**src/rtl/mem_access_unit_pkg.sv**
```systemverilog
// Shared definitions for the load/store unit: access-size codes, FSM state
// encodings and the alignment helper used by the optional misalign trap.
package mem_access_unit_pkg;

   localparam logic [1:0] SIZE_BYTE = 2'b00;
   localparam logic [1:0] SIZE_HALF = 2'b01;
   localparam logic [1:0] SIZE_WORD = 2'b10;   // 2'b11 is also decoded as word

   typedef enum logic [1:0] {
      MAU_IDLE   = 2'b00,
      MAU_ACCESS = 2'b01,
      MAU_RESP   = 2'b10
   } mau_state_e;

   function automatic logic is_misaligned(input logic [1:0] size, input logic [1:0] addr_lo);
      logic mis;
      mis = 1'b0;
      case (size)
         SIZE_BYTE: mis = 1'b0;
         SIZE_HALF: mis = addr_lo[0];
         default:   mis = (addr_lo != 2'b00);
      endcase
      return mis;
   endfunction

endpackage

```
**src/rtl/mem_access_unit_if.sv**
```systemverilog
// Word-wide data-memory port with a req/ack handshake.
//   master: the load/store unit (drives request, address, byte enables, data)
//   slave : the memory (returns ack and read data in the same cycle)
interface mem_access_unit_if;
   logic        mem_req;
   logic        mem_we;
   logic [31:0] mem_addr;
   logic [3:0]  mem_be;
   logic [31:0] mem_wdata;
   logic        mem_ack;
   logic [31:0] mem_rdata;

   modport master (
      output mem_req, mem_we, mem_addr, mem_be, mem_wdata,
      input  mem_ack, mem_rdata
   );

   modport slave (
      input  mem_req, mem_we, mem_addr, mem_be, mem_wdata,
      output mem_ack, mem_rdata
   );
endinterface

```
**src/rtl/mem_access_unit_lane_fmt.sv**
```systemverilog
// mau_lane_fmt: combinational byte-lane formatting, shared by the store and
// load paths of the load/store unit.
//   size, addr_lo, sign_ext : latched access attributes
//   wdata                   : LSB-justified store data
//   rdata                   : captured memory read word
//   be                      : byte-lane enables
//   wdata_rep               : store data replicated across lanes
//   rdata_fmt               : lane-selected, zero/sign-extended load result
module mau_lane_fmt
   import mem_access_unit_pkg::*;
(
   input  logic [1:0]  size,
   input  logic [1:0]  addr_lo,
   input  logic        sign_ext,
   input  logic [31:0] wdata,
   input  logic [31:0] rdata,
   output logic [3:0]  be,
   output logic [31:0] wdata_rep,
   output logic [31:0] rdata_fmt
);

   logic [7:0]  byte_sel;
   logic [15:0] half_sel;

   always_comb begin
      byte_sel  = 8'(rdata >> {addr_lo, 3'b000});
      half_sel  = addr_lo[1] ? rdata[31:16] : rdata[15:0];
      be        = 4'b1111;
      wdata_rep = wdata;
      rdata_fmt = rdata;
      case (size)
         SIZE_BYTE: begin
            be        = 4'b0001 << addr_lo;
            wdata_rep = {4{wdata[7:0]}};
            rdata_fmt = {{24{sign_ext & byte_sel[7]}}, byte_sel};
         end
         SIZE_HALF: begin
            // addr_lo[0] is ignored: a halfword always lands on a lane pair
            be        = 4'b0011 << {addr_lo[1], 1'b0};
            wdata_rep = {2{wdata[15:0]}};
            rdata_fmt = {{16{sign_ext & half_sel[15]}}, half_sel};
         end
         default: begin
            be        = 4'b1111;
            wdata_rep = wdata;
            rdata_fmt = rdata;
         end
      endcase
   end

endmodule

```
**src/rtl/mem_access_unit.sv**
```systemverilog
// mem_access_unit: load/store stage behind the decoder. Accepts one access at
// a time, runs it on the data-memory port with a bounded ack wait, and
// returns the formatted load result with a one-cycle resp_valid pulse.
//
// Ports
//   clk, rst          clock, asynchronous active-low reset
//   mem               data-memory port (master side)
//   req_valid, rd_en, wr_en, size, sign_ext, addr, wdata   request
//   req_ready, stall  idle / access-in-flight indications
//   resp_valid, resp_data, bus_err                          response
//   misalign_err      only with MEM_ACCESS_MISALIGN_TRAP_EN defined
//
// Build option: MEM_ACCESS_MISALIGN_TRAP_EN traps misaligned half/word
// accesses without a memory cycle. Without it, low address bits are simply
// ignored for the lane choice.
//
// state      | meaning
// MAU_IDLE   | ready for a request
// MAU_ACCESS | mem_req held, waiting for mem_ack or timeout
// MAU_RESP   | one-cycle response pulse
module mem_access_unit
   import mem_access_unit_pkg::*;
#(
   parameter int TIMEOUT_CYCLES = 16
) (
   input  logic        clk,
   input  logic        rst,
   mem_access_unit_if.master mem,
   input  logic        req_valid,
   input  logic        rd_en,
   input  logic        wr_en,
   input  logic [1:0]  size,
   input  logic        sign_ext,
   input  logic [31:0] addr,
   input  logic [31:0] wdata,
   output logic        req_ready,
   output logic        stall,
   output logic        resp_valid,
   output logic [31:0] resp_data,
   output logic        bus_err
`ifdef MEM_ACCESS_MISALIGN_TRAP_EN
   ,
   output logic        misalign_err
`endif
);

   localparam int CNT_W = $clog2(TIMEOUT_CYCLES + 1);
   localparam logic [CNT_W-1:0] CNT_LAST = CNT_W'(TIMEOUT_CYCLES - 1);

   mau_state_e state_q, state_d;

   logic [31:0]      addr_q;
   logic [1:0]       size_q;
   logic             sext_q;
   logic             we_q;
   logic [31:0]      wdata_q;
   logic [31:0]      rdata_q;
   logic             err_q;
   logic [CNT_W-1:0] cnt_q;

   logic             accept;
   logic             timeout;
   logic             in_access;
   logic             resp_ok;

   logic [3:0]       be;
   logic [31:0]      wdata_rep;
   logic [31:0]      rdata_fmt;

`ifdef MEM_ACCESS_MISALIGN_TRAP_EN
   logic             mis_d;
   logic             mis_q;
`endif

   always_ff @(posedge clk or negedge rst) begin
      if (!rst) state_q <= MAU_IDLE;
      else      state_q <= state_d;
   end

   always_comb begin
      state_d = state_q;
      accept  = 1'b0;
      timeout = 1'b0;
`ifdef MEM_ACCESS_MISALIGN_TRAP_EN
      mis_d   = 1'b0;
`endif
      case (state_q)
         MAU_IDLE: begin
            if (req_valid && (rd_en || wr_en)) begin
               accept  = 1'b1;
               state_d = MAU_ACCESS;
`ifdef MEM_ACCESS_MISALIGN_TRAP_EN
               if (is_misaligned(size, addr[1:0])) begin
                  mis_d   = 1'b1;
                  state_d = MAU_RESP;
               end
`endif
            end
         end
         MAU_ACCESS: begin
            // an ack in the final wait cycle still completes normally
            if (mem.mem_ack) begin
               state_d = MAU_RESP;
            end else if (cnt_q == CNT_LAST) begin
               timeout = 1'b1;
               state_d = MAU_RESP;
            end
         end
         MAU_RESP: state_d = MAU_IDLE;
         default:  state_d = MAU_IDLE;
      endcase
   end

   always_ff @(posedge clk or negedge rst) begin
      if (!rst) begin
         addr_q  <= '0;
         size_q  <= SIZE_BYTE;
         sext_q  <= 1'b0;
         we_q    <= 1'b0;
         wdata_q <= '0;
         rdata_q <= '0;
         err_q   <= 1'b0;
         cnt_q   <= '0;
`ifdef MEM_ACCESS_MISALIGN_TRAP_EN
         mis_q   <= 1'b0;
`endif
      end else begin
         case (state_q)
            MAU_IDLE: begin
               if (accept) begin
                  addr_q  <= addr;
                  size_q  <= size;
                  sext_q  <= sign_ext;
                  we_q    <= wr_en;      // store wins when both enables are set
                  wdata_q <= wdata;
                  rdata_q <= '0;
                  err_q   <= 1'b0;
                  cnt_q   <= '0;
`ifdef MEM_ACCESS_MISALIGN_TRAP_EN
                  mis_q   <= mis_d;
`endif
               end
            end
            MAU_ACCESS: begin
               cnt_q <= cnt_q + 1'b1;
               if (mem.mem_ack) rdata_q <= mem.mem_rdata;
               else if (timeout) err_q <= 1'b1;
            end
            default: ;
         endcase
      end
   end

   mau_lane_fmt u_lane_fmt (
      .size      (size_q),
      .addr_lo   (addr_q[1:0]),
      .sign_ext  (sext_q),
      .wdata     (wdata_q),
      .rdata     (rdata_q),
      .be        (be),
      .wdata_rep (wdata_rep),
      .rdata_fmt (rdata_fmt)
   );

   assign in_access     = (state_q == MAU_ACCESS);
   assign mem.mem_req   = in_access;
   assign mem.mem_we    = in_access & we_q;
   assign mem.mem_addr  = in_access ? {addr_q[31:2], 2'b00} : 32'h0;
   assign mem.mem_be    = in_access ? be : 4'h0;
   assign mem.mem_wdata = in_access ? wdata_rep : 32'h0;

   assign req_ready  = (state_q == MAU_IDLE);
   assign stall      = (state_q == MAU_ACCESS) || (state_q == MAU_RESP);
   assign resp_valid = (state_q == MAU_RESP);
   assign bus_err    = resp_valid & err_q;

`ifdef MEM_ACCESS_MISALIGN_TRAP_EN
   assign misalign_err = resp_valid & mis_q;
   assign resp_ok      = !we_q && !err_q && !mis_q;
`else
   assign resp_ok      = !we_q && !err_q;
`endif

   assign resp_data = (resp_valid && resp_ok) ? rdata_fmt : 32'h0;

endmodule

```
**src/flat_wrapper.sv**
```systemverilog
// flat-port wrapper written by rule: the top's interface ports become plain ports
module mem_access_unit_flat import mem_access_unit_pkg::*;
#(
   parameter int TIMEOUT_CYCLES = 16
)
  (clk, rst, req_valid, rd_en, wr_en, size, sign_ext, addr, wdata, req_ready, stall, resp_valid, resp_data, bus_err, mem_mem_req, mem_mem_we, mem_mem_addr, mem_mem_be, mem_mem_wdata, mem_mem_ack, mem_mem_rdata);
  mem_access_unit_if mem_i ();
  input  logic clk;
  input  logic rst;
  input  logic req_valid;
  input  logic rd_en;
  input  logic wr_en;
  input  logic [1:0] size;
  input  logic sign_ext;
  input  logic [31:0] addr;
  input  logic [31:0] wdata;
  output logic req_ready;
  output logic stall;
  output logic resp_valid;
  output logic [31:0] resp_data;
  output logic bus_err;
  output wire logic [$bits(mem_i.mem_req)-1:0] mem_mem_req;
  output wire logic [$bits(mem_i.mem_we)-1:0] mem_mem_we;
  output wire logic [$bits(mem_i.mem_addr)-1:0] mem_mem_addr;
  output wire logic [$bits(mem_i.mem_be)-1:0] mem_mem_be;
  output wire logic [$bits(mem_i.mem_wdata)-1:0] mem_mem_wdata;
  input wire logic [$bits(mem_i.mem_ack)-1:0] mem_mem_ack;
  input wire logic [$bits(mem_i.mem_rdata)-1:0] mem_mem_rdata;
  assign mem_mem_req = mem_i.mem_req;
  assign mem_mem_we = mem_i.mem_we;
  assign mem_mem_addr = mem_i.mem_addr;
  assign mem_mem_be = mem_i.mem_be;
  assign mem_mem_wdata = mem_i.mem_wdata;
  assign mem_i.mem_ack = mem_mem_ack;
  assign mem_i.mem_rdata = mem_mem_rdata;
  mem_access_unit #(.TIMEOUT_CYCLES(TIMEOUT_CYCLES)) u_core (.clk(clk), .rst(rst), .mem(mem_i), .req_valid(req_valid), .rd_en(rd_en), .wr_en(wr_en), .size(size), .sign_ext(sign_ext), .addr(addr), .wdata(wdata), .req_ready(req_ready), .stall(stall), .resp_valid(resp_valid), .resp_data(resp_data), .bus_err(bus_err));
endmodule
```
**config.mk**
```make
export PLATFORM = sky130hd
export DESIGN_NAME = mem_access_unit_flat
export DESIGN_NICKNAME = d
export VERILOG_FILES = /design/src/rtl/mem_access_unit_pkg.sv /design/src/rtl/mem_access_unit_if.sv /design/src/rtl/mem_access_unit_lane_fmt.sv /design/src/rtl/mem_access_unit.sv /design/src/flat_wrapper.sv
export SDC_FILE = /design/constraint.sdc
export NUM_CORES = 1
export LEC_CHECK = 0
export CORE_ASPECT_RATIO = 0.7
export CORE_MARGIN = 5
export CORE_UTILIZATION = 40
export CTS_BUF_LIST = sky130_fd_sc_hd__clkbuf_4
export DETAILED_ROUTE_END_ITERATION = 6
export PLACE_DENSITY = 0.73
export SYNTH_ARGS = -nofsm -noshare
export SYNTH_HDL_FRONTEND = slang
export SYNTH_HIERARCHICAL = 1
export SYNTH_SLANG_ARGS = --single-unit
```
**constraint.sdc**
```tcl
create_clock -name clk -period 1.6 [get_ports clk]
set_input_delay 0.16 -clock clk [delete_from_list [all_inputs] [get_ports clk]]
set_output_delay 0.16 -clock clk [all_outputs]
set_load 0.05 [all_outputs]
```
==> impl_metrics.env <==
export IMPL_syn_inst=617
export IMPL_timing_hold_violations_final=0
export IMPL_max_cap_violations=0
export IMPL_antenna_violations_before_repair=1
export IMPL_detailed_place_area_um2=10000
export IMPL_fp_row_count=39
export IMPL_htree_num_levels=3
export IMPL_cts_made_buffers=9
export IMPL_worst_ep_arrival_time_ps=2170
export IMPL_detail_route_iter0_violations=378
export IMPL_global_route_wire_length_before_repair_um=35500
export IMPL_mappedNetlistArea_um2=6610
export IMPL_fin_crit_sh=1.45
export IMPL_clk_pin_slew_ps=170
export IMPL_grt_use_total=0.235
export IMPL_status="finished with violations"
export IMPL_timing_final_max_slew_violations=0
export IMPL_hpwlAfterDp_um=14800
export IMPL_start_util=0.407
export IMPL_wire_per_inst_um=21.1
export IMPL_post_synth_num_cell_types=44
export IMPL_postLayoutCoreUtil=0.718
export IMPL_violations="negative setup slack"
export IMPL_vias_per_cell=5.16
export IMPL_leakagePower_nw=5.39
export IMPL_postSynth_topFlopCell="dfrtp_1"
export IMPL_seq_area_um2=2710
export IMPL_grt_residual_overflow=0
export IMPL_crit_required_ps=1440
export IMPL_final_net_count=994
export IMPL_numClockSinks=108
export IMPL_unrepaired_setup_endpoints_after_global_routing="true"
export IMPL_io_buffers=208
export IMPL_remaining_drc_errors=0
export IMPL_drt_antenna_violating_nets=0
export IMPL_dieArea_um2=19200
export IMPL_ir_drop_uv=1200
export IMPL_cts_tree="built"
export IMPL_area_growth_syn_to_layout_pct=76.7
export IMPL_die_boundary_width_um=164
export IMPL_finalSetupViolations=212
export IMPL_synth_async_sr_flop_share=1.00
export IMPL_cp_max_fo=7
export IMPL_core_footprint_um2=16200
export IMPL_achievable_frequency_mhz=430
export IMPL_multiInputGateArea_um2=4000
export IMPL_synthesis_yosys_warnings=6
export IMPL_grt_start_max_net_pins=41
export IMPL_timing_final_crit_period_ps=2330
export IMPL_timing_clock_skew_ps=11.9
export IMPL_globalplace_congestion=0.901
export IMPL_maximum_number_of_buffers_from_clock_root_to_sink=2
export IMPL_finalInstanceArea_um2=11700
export IMPL_crit_path_cell_trace="mux4_2 -> nand3_4 -> nand3_1 -> and2_4 -> buf_8"
export IMPL_path_buf_inv=1
export IMPL_syn_mean_instance_area_um2=10.7
export IMPL_ys_seq_elements=108
export IMPL_power_per_cell_area_nw_per_um2=2030
export IMPL_seq_area_frac_synth=0.409
export IMPL_timing_critical_path_max_delay_family="multiplexers"
export IMPL_setup_total_neg_slack_ps=-80410
export IMPL_worstSetupEndpointType="output pin"
export IMPL_timing_setup_critical_path_class="flip-flop to output pin"
export IMPL_cts_root_buffer="clkbuf_4"
export IMPL_route_final_wire_length_um=23500
export IMPL_cp_slowest_cell="mux4_2"
export IMPL_setup_worst_path_start_class="flip-flop"
export IMPL_slowest_delay_ps=630
export IMPL_dr_total_vias=5743
export IMPL_number_of_global_route_vias_before_repair=6110
export IMPL_drt_pass1_iter_count=5
export IMPL_clk_latency_ps=480
export IMPL_io_pins=211
export IMPL_synth_enable_flop_cells=0
export IMPL_fillCellCount=1069
export IMPL_n_antenna_cell=0
export IMPL_setup_ws_ps=-726
export IMPL_drive_above_1_share=0.507
export IMPL_min_delay_path_class="input port to asynchronous set/reset pin"
export IMPL_die_y_um=118
-- area by class of cell --
class                   count  share of cell area
multi-input cells         418               0.342
repair buffers            309               0.379
flip-flops and latches    108               0.232
clock buffers              10             0.00643
well taps                 225              0.0241
inverters                  38              0.0122
clock inverters             6             0.00418
-- final timing paths --
kind | from | end | slack (ps) | cells after the start
setup reg to reg | u_core/state_q[1] | u_core/rdata_q[23] | -450 | 10
min in group clk | mem_mem_rdata[6] | u_core/rdata_q[6] | 220 | 3
max in group asynchronous | rst | u_core/rdata_q[16] | 860 | 3
setup / recovery | u_core/addr_q[1] | resp_data[12] | -730 | 5
hold reg to reg | u_core/wdata_q[25] | u_core/wdata_q[25] | 540 | 1
hold / removal | rst | u_core/addr_q[30] | 150 | 2
-- kinds of logic after synthesis --
| logic type | count (synthesis) | share of synthesized area |
|---|---|---|
| mux | 135 | 0.255 |
| xor+xnor | 1 | 0.00133 |
| buf+inv | 92 | 0.0795 |
| fa+ha+maj | 5 | 0.00947 |
| flops | 108 | 0.409 |
| simple gates | 200 | 0.171 |
| other cells | 1 | 0.000568 |
| compound gates | 75 | 0.0744 |
-- what timing repair did --
| action | 4_1_cts | 5_1_grt |
|---|---|---|
| gates cloned | 17 | 6 |
| buffers inserted | 29 | 15 |
| endpoints found under the setup margin | 149 | 212 |
| resized for setup | 153 | 61 |
| hold buffers | 1 | 0 |
| pin swaps | 17 | 19 |
| hold endpoints to repair | 84 | 0 |
-- routing by layer --
layer,vias to the layer above,track usage,share of wire
li1,2593,-,-
met1,2878,0.321,0.43
met2,242,0.375,0.47
met3,28,0.0693,0.084
met4,2,0.0409,0.013
met5,-,0,0.00085
-- synth_stat cells, drive strengths merged, types with 2 or more instances --
cell type,instances,share of area
clkbuf,22,0.012
a22o,3,0.0040
a221o,7,0.011
a21boi,2,0.0034
nor2,11,0.0074
nor2b,10,0.0095
ha,5,0.0095
and2,101,0.096
nand2,54,0.032
buf,32,0.045
nor3b,2,0.0023
a21oi,37,0.030
and3b,7,0.0093
inv,38,0.022
nand3,10,0.0083
o21bai,4,0.0045
o21ai,15,0.011
mux2i,48,0.073
dfrtp,108,0.41
mux2,86,0.18
-- placed cells by master, fill, tap and decap left out, drive strengths merged, types with 2 or more instances in the layout --
cell type      count
o21ai             15
a21oi             37
and3b              7
nor2              11
a221o              7
clkinv             2
clkinvlp           2
mux2              86
mux2i             48
and2             101
a21boi             2
o21bai             4
nor2b             10
bufbuf             2
ha                 5
clkdlybuf4s50    103
conb               2
inv               40
nand2             54
nor3b              2
nand3             10
buf              198
a22o               3
clkbuf            15
dfrtp            108
-- worst register-to-register path, delay by kind of cell (launching register included) --
family                   cells  cell delay, ps
buffers and inverters        6             770
multiplexers                 2             420
flip-flops                   1             440
adder cells (fa/ha/maj)      1             210
AO/OA/AOI/OAI                1             140
-- power by group --
| group | internal [W] | switching (W) |
|---|---|---|
| registers | 0.00383 | 0.00107 |
| logic | 0.00969 | 0.00780 |
| clock network | 0.000354 | 0.000965 |
-- sequential cells by signal (all words and copies together) (netlist names) --
| name | flops |
|---|---|
| u_core/size_q | 2 |
| u_core/sext_q | 1 |
| u_core/cnt_q | 5 |
| u_core/state_q | 2 |
| u_core/rdata_q | 32 |
| u_core/err_q | 1 |
| u_core/we_q | 1 |
| u_core/wdata_q | 32 |
| u_core/addr_q | 32 |
-- stage by stage --
stage | instances | hold WS, ps | power, W | setup WS [ps]
floorplan | 618 | -136 | 0.0136 | -140
global route | 1114 | 159 | 0.0247 | -821
CTS | 1108 | 124 | 0.0235 | -769
finish | 1114 | 154 | 0.0237 | -726
detailed placement | 1045 | 150 | 0.0184 | -296
global placement | 1045 | 139 | 0.0181 | -195
No activity file was read; power rests on OpenSTA's default activity.
